===== config.mk =====
export PLATFORM = sky130hd
export DESIGN_NAME = ex_sched
export DESIGN_NICKNAME = d
export VERILOG_FILES = /design/src/rtl/ex_sched.sv
export SDC_FILE = /design/constraint.sdc
export NUM_CORES = 1
export LEC_CHECK = 0
export ABC_CLOCK_PERIOD_IN_PS = 2100
export CAP_MARGIN = 20
export CORE_MARGIN = 2
export CORE_UTILIZATION = 32
export CTS_BUF_LIST = sky130_fd_sc_hd__clkbuf_2
export DETAILED_ROUTE_END_ITERATION = 6
export PLACE_DENSITY_LB_ADDON = 0.08
export SLEW_MARGIN = 20
export SYNTH_ARGS = -nofsm -noshare
export SYNTH_HDL_FRONTEND = slang
export SYNTH_SLANG_ARGS = --single-unit

===== constraint.sdc =====
create_clock -name clk -period 2.1 [get_ports clk]
set_clock_uncertainty 0.15 [all_clocks]
set_input_delay 0.525 -clock clk [delete_from_list [all_inputs] [get_ports clk]]
set_output_delay 0.525 -clock clk [all_outputs]
set_load 0.02 [all_outputs]

===== src/rtl/ex_sched.sv =====
`default_nettype none
// ============================================================================
// Module   : ex_sched
// Purpose  : Prioritised exception scheduler.
//            Each cycle at most one event is kept, chosen by fixed priority.
//            It is presented to the host until acknowledged, then one drain
//            cycle follows. Optional macro EX_QUEUE_EN adds a QDEPTH-entry
//            pending queue. Without it, events arriving while busy are dropped
//            and flagged.
// Revision : 1.0  initial release
// ============================================================================
module ex_sched #(
    parameter int QDEPTH = 4
) (
    input  logic       clk,
    input  logic       rst_n,
    input  logic       illegal_op,
    input  logic       cpu_error,
    input  logic       stack_overflow,
    input  logic       i_cache_seg_fault,
    input  logic       d_cache_seg_fault,
    input  logic       alu_op_ex,
    input  logic       breakpoint,
    input  logic [7:0] thr_id,
    input  logic       clr_ex,
    input  logic       clr_ovf,
    output logic [5:0] ex_cause,
    output logic [7:0] cause_thr,
    output logic       csr_stall,
    output logic       ex_valid,
    output logic       ex_overflow,
    output logic [3:0] pend_cnt
);

    typedef enum logic [1:0] {
        ST_IDLE   = 2'd0,
        ST_REPORT = 2'd1,
        ST_DRAIN  = 2'd2
    } state_t;

    state_t      state_q, state_d;
    logic [5:0]  cause_q, cause_d;
    logic [7:0]  thr_q, thr_d;
    logic        ovf_q, ovf_d;

    logic        ev_any;
    logic [5:0]  ev_code;
    logic        push, pop, drop;
    logic        q_empty, q_full;
    logic [13:0] q_head;

    always_comb begin
        ev_code = 6'h00;
        if (illegal_op || cpu_error)                    ev_code = 6'h05;
        else if (stack_overflow)                        ev_code = 6'h0B;
        else if (i_cache_seg_fault || d_cache_seg_fault) ev_code = 6'h12;
        else if (alu_op_ex)                             ev_code = 6'h01;
        else if (breakpoint)                            ev_code = 6'h3F;
    end

    assign ev_any = (ev_code != 6'h00);

    always_comb begin
        state_d = state_q;
        cause_d = cause_q;
        thr_d   = thr_q;
        push    = 1'b0;
        pop     = 1'b0;
        drop    = 1'b0;
        case (state_q)
            ST_IDLE: begin
                if (!q_empty) begin
                    // Queued exceptions are older than a fresh event, so they go first.
                    pop     = 1'b1;
                    push    = ev_any;
                    cause_d = q_head[13:8];
                    thr_d   = q_head[7:0];
                    state_d = ST_REPORT;
                end else if (ev_any) begin
                    cause_d = ev_code;
                    thr_d   = thr_id;
                    state_d = ST_REPORT;
                end
            end
            ST_REPORT, ST_DRAIN: begin
                if (ev_any) begin
                    if (q_full) drop = 1'b1;
                    else        push = 1'b1;
                end
                if (state_q == ST_DRAIN) state_d = ST_IDLE;
                else if (clr_ex)         state_d = ST_DRAIN;
            end
            default: state_d = ST_IDLE;
        endcase
    end

    always_comb begin
        ovf_d = ovf_q;
        if (drop)         ovf_d = 1'b1;
        else if (clr_ovf) ovf_d = 1'b0;
    end

    always_ff @(posedge clk or negedge rst_n) begin
        if (!rst_n) begin
            state_q <= ST_IDLE;
            cause_q <= 6'h00;
            thr_q   <= 8'h00;
            ovf_q   <= 1'b0;
        end else begin
            state_q <= state_d;
            cause_q <= cause_d;
            thr_q   <= thr_d;
            ovf_q   <= ovf_d;
        end
    end

`ifdef EX_QUEUE_EN
    localparam int PW = (QDEPTH > 1) ? $clog2(QDEPTH) : 1;

    logic [13:0]   mem_q [QDEPTH];
    logic [PW-1:0] wr_ptr_q, wr_ptr_d;
    logic [PW-1:0] rd_ptr_q, rd_ptr_d;
    logic [3:0]    cnt_q, cnt_d;

    assign q_empty = (cnt_q == 4'd0);
    assign q_full  = (cnt_q == 4'(QDEPTH));
    assign q_head  = mem_q[rd_ptr_q];

    // Power-of-two depth lets the pointers wrap by plain overflow.
    always_comb begin
        wr_ptr_d = push ? wr_ptr_q + PW'(1) : wr_ptr_q;
        rd_ptr_d = pop  ? rd_ptr_q + PW'(1) : rd_ptr_q;
        cnt_d    = cnt_q;
        if (push && !pop)      cnt_d = cnt_q + 4'd1;
        else if (pop && !push) cnt_d = cnt_q - 4'd1;
    end

    always_ff @(posedge clk or negedge rst_n) begin
        if (!rst_n) begin
            wr_ptr_q <= '0;
            rd_ptr_q <= '0;
            cnt_q    <= 4'd0;
        end else begin
            wr_ptr_q <= wr_ptr_d;
            rd_ptr_q <= rd_ptr_d;
            cnt_q    <= cnt_d;
        end
    end

    always_ff @(posedge clk) begin
        if (push) mem_q[wr_ptr_q] <= {ev_code, thr_id};
    end

    assign pend_cnt = cnt_q;
`else
    logic unused_q;

    assign q_empty  = 1'b1;
    assign q_full   = 1'b1;
    assign q_head   = 14'h0000;
    assign pend_cnt = 4'd0;
    assign unused_q = push | pop | (QDEPTH != 0);
`endif

    assign ex_valid    = (state_q == ST_REPORT);
    assign csr_stall   = ex_valid;
    assign ex_cause    = ex_valid ? cause_q : 6'h00;
    assign cause_thr   = ex_valid ? thr_q   : 8'h00;
    assign ex_overflow = ovf_q;

endmodule
`default_nettype wire


==> results.txt <==
CTS Buf Count: 3
Via Count: 853
kind of critical path: in2reg
clk buf depth: 2
WL final: 2.24 mm
Synth top area share: 45.0%
worst-path fanout max: 8
Flop pwr share: 28.5%
layout cells sized above 1: 35.0%
Die Y: 58.3 µm
Mapped Area: 945 µm²
crit-path max cell delay: 0.57 ns
DRC viols: 0
Yosys cell types: 25
Hold Path Class: in2async
Clock Latency Late Sink: 0.31 ns
vias per inst: 4.90
Sw Pwr: 0.778 mW
clk slew on worst S/H paths: 0.17 ns
CP bufs+invs: 2
final instance area: 0.00147 mm²
commonest register cell after synthesis: dfrtp_1
GR Overflow Total: 0
area grow syn2layout: 55.2%
Clk network pwr share: 7.8%
max-slew violation count: 0
die width: 58.3 µm
clk sink count: 17
register area share after synthesis: 45.0%
nets: 166
Placeable Area: 0.00278 mm²
Antenna Nets Post-Route: 0
diode count: 0
first-pass GRT wire length: 3.75 mm
cell family with most CP delay: buffers and inverters
FF+latch count, synth: 17
top cells by count, synth: 17 x dfrtp_1, 14 x and2_1, 9 x a21oi_1, 9 x mux2_2, 5 x buf_4
average cell area after synthesis: 10.4 µm²
CTS tree: done
# rows: 19
htree depth: 1
Final Hold Viols: 0
Switching Share: 39.0%
status: finished with violations
initial antenna violation count: 0
largest net degree at the start of global routing: 18
Gate power share: 63.7%
maximum vdd ir drop: 1.28 mV
First-pass DRT Iterations: 4
I/O pins: 40
failing checks: negative setup slack
vias in the first global route: 874
Startpoint Class: input pin
Warnings, synthesis: 0
crit path cell chain: clkdlybuf4s50_1, or4_4, o21ai_4, buf_12, mux2_2
EDFF count, synth: 0
most frequent cell after synthesis: dfrtp_1
reg-to-reg slack, setup: 0.28 ns
slowest cell on the critical path: or4_4
HPWL after DPL: 1.68 mm
Max-Cap Viols: 0
Internal: 1.22 mW
f_max: 0.476 GHz
ratio of final minimum period to clock period: 100%
ys async rst share: 100%
fin util: 52.7%
Final Wtd Congestion: 0.885
Placed Instance Area: 0.00143 mm²
crit path DAT: 2.17 ns
Pleak: 0.659 nW
Synth area leaders: dfrtp_1 45%, mux2_2 11%, and2_1 9.3%
Iteration-0 DRC Markers: 28
initial core utilization: 34.0%
die area: 0.00340 mm²
count of final setup violators: 1
Routed WL per cell: 12.9 µm
WP data required: 2.17 ns
PwrDens: 1360 mW/mm²
GRT Util Overall: 14.6%
port bufs: 35
synthesized instance count: 91
# fillers: 275
setup ws final: -0.000101 ns
cell taking the most area after synthesis: dfrtp_1
root buffer cell: clkbuf_2
Tmin final: 2.10 ns
unrepaired setup endpoints after global routing: true
Crit. End Element: register
-- layout by cell type, fill, tap and decap left out, types with 3 or more instances in the layout --
cell type / synthesis / routed
or3_1: 3 / 3
o21ai_0: 4 / 4
nor2_1: 3 / 3
clkbuf_2: 0 / 3
clkdlybuf4s50_1: 0 / 19
buf_6: 0 / 5
a21oi_1: 9 / 9
inv_1: 4 / 3
buf_4: 5 / 24
and2_1: 14 / 14
mux2_2: 9 / 8
dfrtp_1: 17 / 17
conb_1: 1 / 4
-- power by group through the flow --
stage | clock network (mW) | registers, mW | logic (mW)
4_1_cts | 0.164 | 0.566 | 1.15
5_1_grt | 0.174 | 0.591 | 1.38
2_1_floorplan | 0 | 0.559 | 0.703
3_3_place_gp | 0 | 0.564 | 1.22
3_5_place_dp | 0 | 0.571 | 1.23
6_report | 0.155 | 0.568 | 1.27
-- sequential cells by signal, summed over array words and instances (netlist names) --
signal	flops
cause_q	6
ex_overflow	1
state_q	2
thr_q	8
-- routing by layer --
metal / vias to the layer above / global-route usage (%) / routed length (µm) / part of all wire (%)
li1: 417 / - / - / -
met3: 6 / 2.20 / 120 / 5.4
met1: 400 / 18.2 / 949 / 42
met2: 30 / 23.8 / 1110 / 50
met4: 0 / 8.97 / 57 / 2.5
met5: - / 0 / 0 / 0
-- cell type report --
class	count	area [µm²]	area share (%)
Clock inverter	1	5.00	0.341
Inverter	4	15.0	1.02
Sequential cell	17	425	29.0
Multi-Input combinational cell	66	487	33.2
Tap cell	31	38.8	2.65
Clock buffer	3	15.0	1.02
Timing Repair Buffer	52	480	32.8
-- worst paths after layout --
check | from | to | cells after the start
setup / recovery | d_cache_seg_fault | thr_q[3]$_DFFE_PN0P_ | 5
hold / removal | rst_n | cause_q[4]$_DFFE_PN0P_ | 2
setup reg to reg | state_q[0]$_DFFE_PN0P_ | state_q[1]$_DFFE_PN0P_ | 6
hold reg to reg | thr_q[7]$_DFFE_PN0P_ | thr_q[7]$_DFFE_PN0P_ | 1
max in group asynchronous | rst_n | cause_q[0]$_DFFE_PN0P_ | 2
min in group clk | thr_q[7]$_DFFE_PN0P_ | thr_q[7]$_DFFE_PN0P_ | 1
-- kinds of logic after synthesis --
group	share of synthesized area, %
AND/OR/NAND/NOR	18.3
multiplexers	10.7
buffers and inverters	6.36
adder cells (fa/ha/maj)	3.97
flip-flops	45.0
AO/OA/AOI/OAI	15.2
other	0.397
-- repair_timing --
action	4_1_cts	5_1_grt
setup buffers	1	1
hold buffers	0	0
hold endpoints to repair	0	0
setup endpoints to repair	22	23
gates resized for setup	66	18
pin swaps	1	1
-- through the flow --
stage	TNS [ns]	hold slack (ns)	setup slack, ns	std cells	total power, mW
floorplan	0	0.0794	0.145	94	1.26
global placement	-5.22	0.332	-0.371	168	1.78
detailed placement	-5.34	0.337	-0.393	168	1.80
CTS	0	0.344	0.00129	173	1.88
global route	-0.0347	0.365	-0.0124	174	2.14
finish	-0.000101	0.355	-0.000101	174	1.99
No activity file was read; power rests on OpenSTA's default activity.
